### src/rtl/framebuffer_pkg.sv
`default_nettype none
// ============================================================================
//  Module   : framebuffer_pkg
//  Purpose  : Shared defaults and types for the framebuffer display-side
//             row fetcher.
//  Contents : FB_ADDR_W / FB_DATA_W / FB_COLUMNS / FB_ROWS defaults,
//             fetch_state_t row-fetch FSM state type.
//  Revision : 1.0 - initial release
// ============================================================================
package framebuffer_pkg;

   localparam int FB_ADDR_W  = 11;   // port B word-address width
   localparam int FB_DATA_W  = 16;   // one pixel per word
   localparam int FB_COLUMNS = 64;   // pixels per row, power of 2
   localparam int FB_ROWS    = 32;   // FB_ROWS*FB_COLUMNS == 2**FB_ADDR_W

   typedef enum logic [1:0] {
      IDLE  = 2'd0,
      FETCH = 2'd1,
      DRAIN = 2'd2,
      DONE  = 2'd3
   } fetch_state_t;

endpackage : framebuffer_pkg
`default_nettype wire

### src/rtl/pixel_skid_fifo.sv
`default_nettype none
// ============================================================================
//  Module   : pixel_skid_fifo
//  Purpose  : Two-entry FIFO between the RAM read port and the pixel stream.
//             The head entry is a register so the output is glitch-free and
//             holds steady under backpressure.
//  Ports    : clk, rst_n      - clock, async active-low reset
//             push, push_data - write one entry
//             pop             - remove head entry (ignored when empty)
//             head_data       - registered head entry
//             count           - occupancy 0..2
//  Revision : 1.0 - initial release
// ============================================================================
module pixel_skid_fifo #(
   parameter int WIDTH = 17
) (
   input  logic             clk,
   input  logic             rst_n,
   input  logic             push,
   input  logic [WIDTH-1:0] push_data,
   input  logic             pop,
   output logic [WIDTH-1:0] head_data,
   output logic [1:0]       count
);

   logic [WIDTH-1:0] tail_q;
   logic             do_pop;
   logic             do_push;

   assign do_pop  = pop && (count != 2'd0);
   // A push into a full FIFO is only accepted when a pop frees a slot.
   assign do_push = push && ((count != 2'd2) || do_pop);

   always_ff @(posedge clk or negedge rst_n) begin
      if (!rst_n) begin
         head_data <= '0;
         tail_q    <= '0;
         count     <= 2'd0;
      end else begin
         case ({do_push, do_pop})
            2'b10: begin
               if (count == 2'd0) begin
                  head_data <= push_data;
               end else begin
                  tail_q <= push_data;
               end
               count <= count + 2'd1;
            end
            2'b01: begin
               head_data <= tail_q;
               count     <= count - 2'd1;
            end
            2'b11: begin
               // Occupancy unchanged; the new word lands behind whatever remains.
               if (count == 2'd2) begin
                  head_data <= tail_q;
                  tail_q    <= push_data;
               end else begin
                  head_data <= push_data;
               end
            end
            default: begin
            end
         endcase
      end
   end

endmodule : pixel_skid_fifo
`default_nettype wire

### src/rtl/framebuffer_row_fetch.sv
`default_nettype none
// ============================================================================
//  Module   : framebuffer_row_fetch
//  Purpose  : Display-side reader of the dual-port framebuffer. On a row
//             request it reads COLUMNS consecutive words from port B and
//             presents them as a valid/ready pixel stream at up to 1 px/clk.
//  Ports    : clk, rst_n                 - clock, async active-low reset
//             row_start, row_sel         - row request (sampled in IDLE)
//             busy                       - request accepted, row not done
//             mem_address, mem_clock_en  - port B read request
//             mem_q                      - port B data, 1 clk after strobe
//             pixel_data/valid/ready/last- output pixel stream
//             row_done                   - 1-clk pulse after last handshake
//  Revision : 1.0 - initial release
// ============================================================================
module framebuffer_row_fetch
   import framebuffer_pkg::*;
#(
   parameter int ADDR_W  = FB_ADDR_W,
   parameter int DATA_W  = FB_DATA_W,
   parameter int COLUMNS = FB_COLUMNS,
   parameter int ROWS    = FB_ROWS
) (
   input  logic                    clk,
   input  logic                    rst_n,
   input  logic                    row_start,
   input  logic [$clog2(ROWS)-1:0] row_sel,
   output logic                    busy,
   output logic [ADDR_W-1:0]       mem_address,
   output logic                    mem_clock_en,
   input  logic [DATA_W-1:0]       mem_q,
   output logic [DATA_W-1:0]       pixel_data,
   output logic                    pixel_valid,
   input  logic                    pixel_ready,
   output logic                    pixel_last,
   output logic                    row_done
);

   localparam int COL_W = $clog2(COLUMNS);
   localparam int ROW_W = $clog2(ROWS);
   localparam logic [COL_W-1:0] LAST_COL = COL_W'(COLUMNS - 1);

   fetch_state_t     state;
   fetch_state_t     state_nxt;
   logic [ROW_W-1:0] row_q;
   logic [COL_W-1:0] col_q;
   logic             inflight;       // read issued last cycle, data on mem_q now
   logic             inflight_last;  // that read was the row's final column
   logic [1:0]       count;
   logic [DATA_W:0]  head;
   logic             pop;
   logic             col_last;
   logic             room;

   assign col_last = (col_q == LAST_COL);
   assign pop      = pixel_valid && pixel_ready;
   // Never let buffered plus outstanding words exceed the two FIFO slots;
   // a pop in the same cycle frees the slot the new read will need.
   assign room     = ((count + {1'b0, inflight}) < 2'd2) || pop;

   always_comb begin
      state_nxt    = state;
      mem_clock_en = 1'b0;
      case (state)
         IDLE: begin
            if (row_start) begin
               state_nxt = FETCH;
            end
         end
         FETCH: begin
            mem_clock_en = room;
            if (room && col_last) begin
               state_nxt = DRAIN;
            end
         end
         DRAIN: begin
            // Leave as soon as the final pop empties the buffer, so the
            // done pulse follows the last handshake directly.
            if (!inflight && ((count == 2'd0) || ((count == 2'd1) && pop))) begin
               state_nxt = DONE;
            end
         end
         DONE: begin
            state_nxt = IDLE;
         end
         default: begin
            state_nxt = IDLE;
         end
      endcase
   end

   always_ff @(posedge clk or negedge rst_n) begin
      if (!rst_n) begin
         state         <= IDLE;
         row_q         <= '0;
         col_q         <= '0;
         inflight      <= 1'b0;
         inflight_last <= 1'b0;
      end else begin
         state         <= state_nxt;
         inflight      <= mem_clock_en;
         inflight_last <= mem_clock_en && col_last;
         if ((state == IDLE) && row_start) begin
            row_q <= row_sel;
            col_q <= '0;
         end else if (mem_clock_en && !col_last) begin
            col_q <= col_q + 1'b1;
         end
      end
   end

   assign mem_address = {row_q, col_q};

   pixel_skid_fifo #(
      .WIDTH(DATA_W + 1)
   ) u_fifo (
      .clk       (clk),
      .rst_n     (rst_n),
      .push      (inflight),
      .push_data ({inflight_last, mem_q}),
      .pop       (pop),
      .head_data (head),
      .count     (count)
   );

   assign pixel_valid = (count != 2'd0);
   assign pixel_data  = head[DATA_W-1:0];
   assign pixel_last  = head[DATA_W] && pixel_valid;
   assign busy        = (state != IDLE);
   assign row_done    = (state == DONE);

endmodule : framebuffer_row_fetch
`default_nettype wire
### config.mk
export PLATFORM = sky130hd
export DESIGN_NAME = framebuffer_row_fetch
export DESIGN_NICKNAME = d
export VERILOG_FILES = /design/src/rtl/framebuffer_pkg.sv /design/src/rtl/pixel_skid_fifo.sv /design/src/rtl/framebuffer_row_fetch.sv
export SDC_FILE = /design/constraint.sdc
export NUM_CORES = 1
export LEC_CHECK = 0
export BUFFER_PORTS_ARGS = -buffer_cell sky130_fd_sc_hd__buf_2
export CAP_MARGIN = 25
export CORE_AREA = 2 2 85 87
export DETAILED_ROUTE_END_ITERATION = 10
export DIE_AREA = 0 0 87 89
export GPL_ROUTABILITY_DRIVEN = 1
export PLACE_DENSITY_LB_ADDON = 0.15
export RECOVER_POWER = 25
export SETUP_SLACK_MARGIN = 0.5
export SYNTH_ARGS = -nofsm -noshare
export SYNTH_HDL_FRONTEND = slang
export SYNTH_SLANG_ARGS = --single-unit
### constraint.sdc
create_clock -name clk -period 3.1 [get_ports clk]
set_clock_uncertainty 0.15 [all_clocks]
set_input_delay 0.31 -clock clk [delete_from_list [all_inputs] [get_ports clk]]
set_output_delay 0.31 -clock clk [all_outputs]
set_load 0.02 [all_outputs]
==> results of run 1 <==
cell usage in the layout (no fill, tap or decap), types with 3 or more instances in the layout:
cell / n
mux2_2: 45
buf_2: 28
nor3_1: 3
ha_1: 9
mux2_1: 12
buf_4: 5
nor2_1: 6
o21ai_0: 3
nand3_1: 3
dfrtp_1: 51
a21oi_1: 8
clkbuf_1: 27
nor2b_1: 4
inv_1: 10
nand2_1: 3
clkbuf_8: 6
cells by family (layout without fill, tap and decap cells):
kind of cell	count (synthesis)	in the layout
mux	57	57
flops	51	51
simple gates	37	37
compound gates	22	22
fa+ha+maj	9	9
buf+inv	33	82
xor+xnor	2	2
stage by stage:
step	power, W	area, µm²	util [%]	hold slack [ns]	std cells
finish	0.00303	3010	44.9	0.0865	340
global route	0.00327	3010	44.9	0.0745	340
CTS	0.00308	3010	44.8	0.0757	337
detailed placement	0.00258	2890	42.9	0.324	328
global placement	0.00256	2890	42.9	0.317	328
floorplan	0.00236	2650	-	-0.136	211
flip-flops by register name (all words and copies together) (netlist names):
signal            count
row_q                 5
u_fifo.head_data     17
u_fifo.count          2
col_q                 6
inflight              1
inflight_last         1
state                 2
u_fifo.tail_q        17
cell type report:
cell class / instances / area (µm²)
Clock inverter: 2 / 35.0
Sequential cell: 51 / 1280
Timing Repair Buffer: 63 / 314
Tap cell: 80 / 100
Fill cell: 659 / 3700
Clock buffer: 6 / 82.6
Multi-Input combinational cell: 127 / 1160
Inverter: 11 / 41.3
report_power, final:
part           switching [W]  internal, W
combinational       0.000739     0.000648
clock               0.000223     0.000262
sequential          0.000186     0.000969
total                0.00115      0.00188
layer usage:
metal	up-vias	part of all wire, %	wire, µm	GRT usage, %
met4	0	0.90	42	4.26
met2	34	46	2170	21.2
met3	4	3.8	180	3.23
met5	-	0	0	0
li1	823	-	-	-
met1	801	49	2290	18.0
worst reg2reg max path, delay by kind of cell, from the launching register on:
family,cells,cell delay [ns]
buffers and inverters,2,0.28
adder cells (fa/ha/maj),1,0.24
flip-flops,1,0.46
multiplexers,2,0.61
AND/OR/NAND/NOR,2,0.36
worst max-delay path by stage:
| stage | slack, ns | cells after the start | to |
|---|---|---|---|
| 2_1_floorplan | 0.91 | 7 | u_fifo.head_data[15] |
| 3_3_place_gp | 0.68 | 6 | u_fifo.head_data[15] |
| 3_5_place_dp | 0.64 | 6 | u_fifo.head_data[6] |
| 4_1_cts | 0.63 | 6 | u_fifo.head_data[15] |
| 5_1_grt | 0.51 | 6 | mem_clock_en |
| 6_report | 0.69 | 6 | mem_clock_en |
timing repair:
action | in CTS | in global routing
buffers inserted | 0 | 3
setup endpoints to repair | 0 | 18
hold endpoints to repair | 5 | 0
hold buffers | 1 | 0
==> results by group, run 1 <==
Setup path
  • Worst r2r src: u_fifo.count[0]
  • Crit-path leading delay family: flip-flops
  • Worst path slowest cell: dfrtp_1
  • Worst Setup SP: u_fifo.count[1]
  • R2R Setup Slk: 0.90 ns
  • Worst EP required: 2.64 ns
  • R2R depth: 7
  • Buf/Inv on CP: 3
  • Setup CP Type: register to primary output
  • Slowest stage delay, CP: 0.45 ns
  • Worst reg2reg path endpoint: u_fifo.head_data[15]
  • CP arrival: 1.95 ns
  • CP endpoint kind: primary output
  • CP cell instances: inv_1 -> ha_1 -> and3b_1 -> a211oi_4 -> inv_2 -> buf_2
  • Worst Path Max Fanout: 8
  • Critical path launch point type: register

STA
  • RSZ-0062 raised after global routing: no
  • Slack of the critical path: 0.694 ns
  • Slew Viols, Final: 0
  • Post-route clock period utilization: 77.6%
  • Slew headroom: 35.0%
  • Fin. Hold Viols: 0
  • Setup Viol. Count Final: 0
  • Setup TNS: 0 ns
  • Worst Tran Pin Value: 0.975 ns
  • Max Freq: 0.416 GHz
  • Fin crit period: 2.41 ns

GRT
  • Tot GR Track Use: 13.3%
  • Grt total ovfl: 0
  • First-pass GRT wire length: 7980 µm
  • Number of global-route vias before repair: 1679
  • Largest net degree at the start of global routing: 40
  • Number of antenna violations at the first check in global routing: 0

Run status
  • Status: finished clean

Place
  • IO Port Bufs: 56
  • Detail Placement HPWL: 3210 µm
  • Setup WS pre-CTS: 0.639 ns
  • Gpl congestion: 0.766

Detailed routing
  • Final ANT Viol Nets: 0
  • Vias post-DR: 1662
  • Routed len/inst: 13.8 µm
  • DR vias/cell: 4.89
  • Final wirelength: 4690 µm
  • Drt first pass iters: 3
  • Starting DRT DRC Count: 37
  • DRC: 0

Yosys
  • Gate Count Post-Synth: 211
  • Synth cell types: 39
  • Synth top area share: 48.2%
  • Synth Area in XOR/XNOR: 0.661%
  • Flops & latches, synth: 51
  • Post-synthesis sequential area ratio: 48.2%
  • Leading area contributor after synthesis: dfrtp_1
  • Most common cell in the netlist: dfrtp_1
  • Area of the mapped netlist: 2650 µm²
  • Number of enable flip-flop cells after synthesis: 0
  • Async set or reset register ratio after synthesis: 100%
  • Simple-Gate Fraction of Synth Area: 9.12%
  • Largest family of logic cells by synthesized area: multiplexers
  • Post-synthesis compound-gate area fraction: 5.72%
  • Top_reg_cell synth: dfrtp_1
  • Synth top area cells: dfrtp_1, mux2_2, buf_4
  • Syn avg cell area: 12.6 µm²
  • Syn Nets: 245
  • Post-synthesis mux area share: 24.2%
  • Synth cell count leaders: dfrtp_1, mux2_2, buf_4
  • Post-Synth Adder-Cell Area: 4.25%
  • Ys Warns: 0

Die
  • Total core area: 6720 µm²
  • DIE HEIGHT: 89 µm
  • Top Ports: 57
  • Initial cell density of the core: 39.4%
  • Die area: 7740 µm²
  • Die Width: 87 µm
  • # rows: 30

Clocking
  • H-tree levels: 2
  • CTS root buffer: clkbuf_8
  • Clock slew at the register clock pins of the worst setup and hold paths: 0.09 ns
  • Clock sink count: 51
  • Worst skew pair latency: 0.30 ns
  • CTS tree: built
  • Longest Clk Path Bufs: 2
  • # resized after CTS: 0
  • TritonCTS buffer count: 5

Power
  • Cell Pwr Density: 1000 nW/µm²
  • LEAKAGE: 1.33 nW
  • Peak supply drop: 0.382 mV

Finish
  • Nets@finish: 293
  • Area Growth Syn to Fin: 13.8%
  • N_diodes: 0
  • Ratio of cells with drive above 1 in the final layout: 37.3%

Worst hold path
  • Hold path startpoint: row_sel[3]
  • Hold endpoint: row_q[3]
  • Hold Crit Class: input port to register
  • Hold path depth: 2

Job
  • Max-capacitance violation count: 0
Power figures use the tool's default switching activity.
==> inputs of run 2 (changes only) <==
Clock period 3.1 ns to 2.1 ns, I/O delays scaled along.
==> results by group, run 2 (synthesis results as in run 1) <==
Die
  • # rows: 30
  • Initial cell density of the core: 39.4%
  • Top Ports: 57
  • Die Width: 87 µm
  • DIE HEIGHT: 89 µm
  • Total core area: 6720 µm²
  • Die area: 7740 µm²

Clocking
  • Longest Clk Path Bufs: 2
  • H-tree levels: 2
  • Clock sink count: 51
  • CTS root buffer: clkbuf_8
  • Worst skew pair latency: 0.30 ns
  • TritonCTS buffer count: 5
  • Clock slew at the register clock pins of the worst setup and hold paths: 0.09 ns
  • CTS tree: built

Finish
  • Filler instances: 548
  • Most common cell after layout, fill and taps aside: dfrtp_1
  • Most frequent cells in the layout: dfrtp_1, buf_2, mux2_4, mux2_2, dlygate4sd3_1
  • N_diodes: 0
  • Final Cell Area: 4000 µm²
  • Area Growth Syn to Fin: 51.0%
  • Biggest regs: u_fifo.head_data (17), u_fifo.tail_q (17), col_q (6)
  • Nets@finish: 345
  • Ratio of cells with drive above 1 in the final layout: 62.5%

Run status
  • Status: finished clean

Worst hold path
  • Hold endpoint: u_fifo.tail_q[5]
  • Hold Crit Class: input port to register
  • Hold path startpoint: mem_q[5]
  • Hold path depth: 2

GRT
  • First-pass GRT wire length: 9660 µm
  • Number of antenna violations at the first check in global routing: 0
  • Largest net degree at the start of global routing: 24
  • Grt total ovfl: 0
  • Number of global-route vias before repair: 1949
  • Tot GR Track Use: 16.1%

Detailed routing
  • DRC: 0
  • Routed len/inst: 15.5 µm
  • Starting DRT DRC Count: 46
  • DR vias/cell: 4.99
  • Vias post-DR: 1956
  • Final wirelength: 6080 µm
  • Drt first pass iters: 4
  • Final ANT Viol Nets: 0

STA
  • Worst Tran Pin Value: 1.06 ns
  • Setup TNS: 0 ns
  • Slew Viols, Final: 0
  • RSZ-0062 raised after global routing: yes
  • Fin crit period: 2.02 ns
  • Hold Slack: 0.00785 ns
  • Slew headroom: 29.0%
  • Setup Viol. Count Final: 0
  • Max Freq: 0.495 GHz
  • Slack of the critical path: 0.0817 ns
  • Post-route clock period utilization: 96.1%
  • Fin. Hold Viols: 0

Place
  • Setup WS pre-CTS: 0.0674 ns
  • Detail Placement HPWL: 3450 µm
  • IO Port Bufs: 56
  • Gpl congestion: 0.741
  • Placed Area: 3020 µm²

Job
  • Max-capacitance violation count: 0

Setup path
  • Critical path launch point type: register
  • CP arrival: 2.10 ns
  • R2R depth: 9
  • Setup CP Type: register to register
  • Worst reg2reg path endpoint: col_q[3]
  • CP endpoint kind: register
  • R2R Setup Slk: 0.08 ns
  • Worst r2r src: u_fifo.count[0]
  • Worst Path Max Fanout: 6
  • Worst EP required: 2.18 ns

Power
  • Peak supply drop: 0.631 mV
  • LEAKAGE: 1.86 nW
  • Cell Pwr Density: 1470 nW/µm²
==> run 2: stage by stage <==
step | utilization [%] | instances | total power, W
finish | 59.5 | 392 | 0.00587
global placement | 44.9 | 332 | 0.00403
global route | 59.5 | 392 | 0.00628
detailed placement | 44.9 | 332 | 0.00406
CTS | 57.4 | 385 | 0.00567
floorplan | - | 211 | 0.00363
==> run 2: worst max path at each step <==
stage / start / endpoint / slack, ns / depth (start not counted)
after floorplan: u_fifo.count[0] / u_fifo.head_data[10] / 0.09 / 7
after global placement: u_fifo.count[1] / u_fifo.head_data[4] / 0.1 / 7
after detailed placement: u_fifo.count[1] / col_q[4] / 0.07 / 7
after CTS: u_fifo.count[0] / u_fifo.head_data[9] / 0.08 / 9
after global routing: u_fifo.count[0] / col_q[3] / 0.004 / 9
final: u_fifo.count[0] / col_q[3] / 0.08 / 9
==> run 2: cell type report <==
cell class                 instances  area, µm²  share of cell area [%]
tap                               80        100                    2.50
multi-input combinational        127       1470                    36.8
sequential                        51       1280                    32.0
clock inverter                     1       7.51                   0.188
timing repair buffer             115        993                    24.8
clock buffer                       7       96.3                    2.41
inverter                          11       51.3                    1.28
==> run 2: power breakdown <==
group,switching (W),total (W),internal (W)
clock,0.000323,0.000624,0.000300
combinational,0.00153,0.00353,0.00201
sequential,0.000279,0.00172,0.00144
==> run 2: critical path: stages, from the launching register on <==
cell	delay, ns
dfrtp_1	0.37
inv_2	0.05
buf_6	0.11
ha_4	0.15
and3b_2	0.25
a211oi_4	0.04
buf_4	0.14
buf_6	0.12
or4_4	0.42
a21oi_2	0.15
==> run 2: timing repair <==
| item | in CTS | in global routing |
|---|---|---|
| pin swaps | 9 | 14 |
| gates cloned | 4 | 1 |
| setup endpoints to repair | 53 | 56 |
| endpoints found under the hold margin | 38 | 0 |
| buffers inserted | 20 | 6 |
| resized for setup | 64 | 25 |
| hold buffers | 21 | 0 |
==> run 2: metal layers <==
metal	share of wire, %	GRT usage, %	vias up
met2	50	27.3	50
met4	0.90	4.12	0
met3	4.7	3.88	8
li1	-	-	930
met5	0	0	-
met1	45	20.9	968
==> inputs of run 3 (changes only) <==
Clock period 2.1 ns to 2.5 ns, I/O delays scaled along.
==> results by group, run 3 (synthesis results as in run 1) <==
Setup path
  • Setup CP Type: register to register
  • CP cell instances: inv_4 -> buf_4 -> ha_4 -> nor2b_4 -> nor2_4 -> buf_6 -> mux2_2 -> mux2_2
  • Most used cell, CP: mux2_2
  • Critical path launch point type: register
  • Slowest stage delay, CP: 0.44 ns
  • Worst path slowest cell: dfrtp_2
  • Worst EP required: 2.54 ns
  • CP endpoint kind: register
  • CP arrival: 2.06 ns
  • Worst Path Max Fanout: 6

Clocking
  • Longest Clk Path Bufs: 2
  • CTS tree: built
  • CTS root buffer: clkbuf_8
  • H-tree levels: 2
  • Clock slew at the register clock pins of the worst setup and hold paths: 0.09 ns
  • TritonCTS buffer count: 5
  • Clock sink count: 51
  • Worst skew pair latency: 0.30 ns

STA
  • Hold Slack: 0.0218 ns
  • Setup Viol. Count Final: 0
  • Worst Tran Pin Value: 1.29 ns
  • Fin crit period: 2.01 ns
  • RSZ-0062 raised after global routing: yes
  • Max Freq: 0.496 GHz
  • Post-route clock period utilization: 80.6%
  • Fin. Hold Viols: 0
  • Setup TNS: 0 ns
  • Slew headroom: 14.3%
  • Slew Viols, Final: 0

Place
  • # placed instances: 330
  • Detail Placement HPWL: 3300 µm
  • Gpl congestion: 0.794
  • IO Port Bufs: 56

Finish
  • Post-layout util: 47.9%
  • Most frequent cells in the layout: dfrtp_1, mux2_2, buf_2, clkbuf_1, buf_4
  • Ratio of cells with drive above 1 in the final layout: 49.8%
  • Biggest regs: u_fifo.head_data (17), u_fifo.tail_q (17), col_q (6)
  • Area Growth Syn to Fin: 21.5%
  • Most common cell after layout, fill and taps aside: dfrtp_1
  • Post-Layout Cell Count: 351
  • N_diodes: 0
  • Nets@finish: 304

Worst hold path
  • Hold Crit Class: input port to register

Run status
  • Status: finished clean

Job
  • Max-capacitance violation count: 0

Detailed routing
  • Vias post-DR: 1742
  • Starting DRT DRC Count: 40
  • Final ANT Viol Nets: 0
  • DRC: 0
  • Routed len/inst: 14.3 µm
  • DR vias/cell: 4.96
  • Drt first pass iters: 4
  • Final wirelength: 5030 µm

Die
  • Total core area: 6720 µm²
  • Initial cell density of the core: 39.4%
  • # rows: 30
  • DIE HEIGHT: 89 µm
  • Top Ports: 57
  • Die Width: 87 µm
  • Die area: 7740 µm²

GRT
  • Tot GR Track Use: 13.9%
  • Number of antenna violations at the first check in global routing: 0
  • First-pass GRT wire length: 8370 µm
  • Largest net degree at the start of global routing: 52
  • Number of global-route vias before repair: 1724
  • Grt total ovfl: 0

Power
  • Cell Pwr Density: 1250 nW/µm²
  • Total power: 0.00403 W
  • LEAKAGE: 1.43 nW
  • Peak supply drop: 0.445 mV
[run 3: cell count changes in the layout (fill, tap and decap cells not counted), sizes merged]
cell / previous run / this run
dlygate4sd3: 21 / 1
bufbuf: 2 / 0
buf: 84 / 49
clkinv: 0 / 1
clkbuf: 15 / 30
[run 3: layer usage]
layer	wire length [µm]	part of all wire [%]	GRT usage, %
met1	2340	47	18.9
met2	2410	48	22.1
met3	211	4.2	3.14
met4	72	1.4	4.69
met5	0	0	0
[run 3: final timing paths]
path	cells past startpoint	startpoint	endpoint	slack, ns
setup / recovery	8	u_fifo.count[0]	u_fifo.head_data[1]	0.49
hold / removal	2	row_sel[3]	row_q[3]	0.02
setup reg to reg	8	u_fifo.count[0]	u_fifo.head_data[1]	0.49
hold reg to reg	1	row_q[1]	row_q[1]	0.36
max in group asynchronous	3	rst_n	u_fifo.count[1]	0.64
min in group asynchronous	3	rst_n	row_q[1]	0.70
[run 3: final cells by class]
| class | instances | area (µm²) |
|---|---|---|
| fill | 639 | 3500 |
| multi-input combinational | 127 | 1290 |
| sequential | 51 | 1280 |
| timing repair buffer | 74 | 417 |
| tap | 80 | 100 |
| clock buffer | 6 | 72.6 |
| inverter | 11 | 46.3 |
| clock inverter | 2 | 12.5 |
[run 3: per-stage QoR]
| step | setup slack, ns | instance area [µm²] |
|---|---|---|
| after CTS | 0.412 | 3130 |
| after global routing | 0.280 | 3220 |
| after detailed placement | 0.304 | 2940 |
| after global placement | 0.359 | 2940 |
| after floorplan | 0.487 | 2690 |
| final | 0.486 | 3220 |
[run 3: power breakdown]
group	switching, W	internal [W]
sequential	0.000220	0.00121
combinational	0.00106	0.00106
clock	0.000274	0.000196
[run 3: repair_timing]
| item | in CTS | in global routing |
|---|---|---|
| setup endpoints to repair | 39 | 35 |
| buffers inserted | 6 | 6 |
| cloned | 0 | 0 |
| hold endpoints to repair | 51 | 0 |
| gates resized for setup | 11 | 19 |
| hold buffers | 1 | 0 |
| pin swaps | 2 | 7 |
[run 3: critical path, delay by kind of cell, from the launching register on]
kind | cells | cell delay, ns
DFF | 1 | 0.44
buffers and inverters | 3 | 0.37
muxes | 2 | 0.59
and+or+nand+nor | 2 | 0.20
adders and majority gates | 1 | 0.17
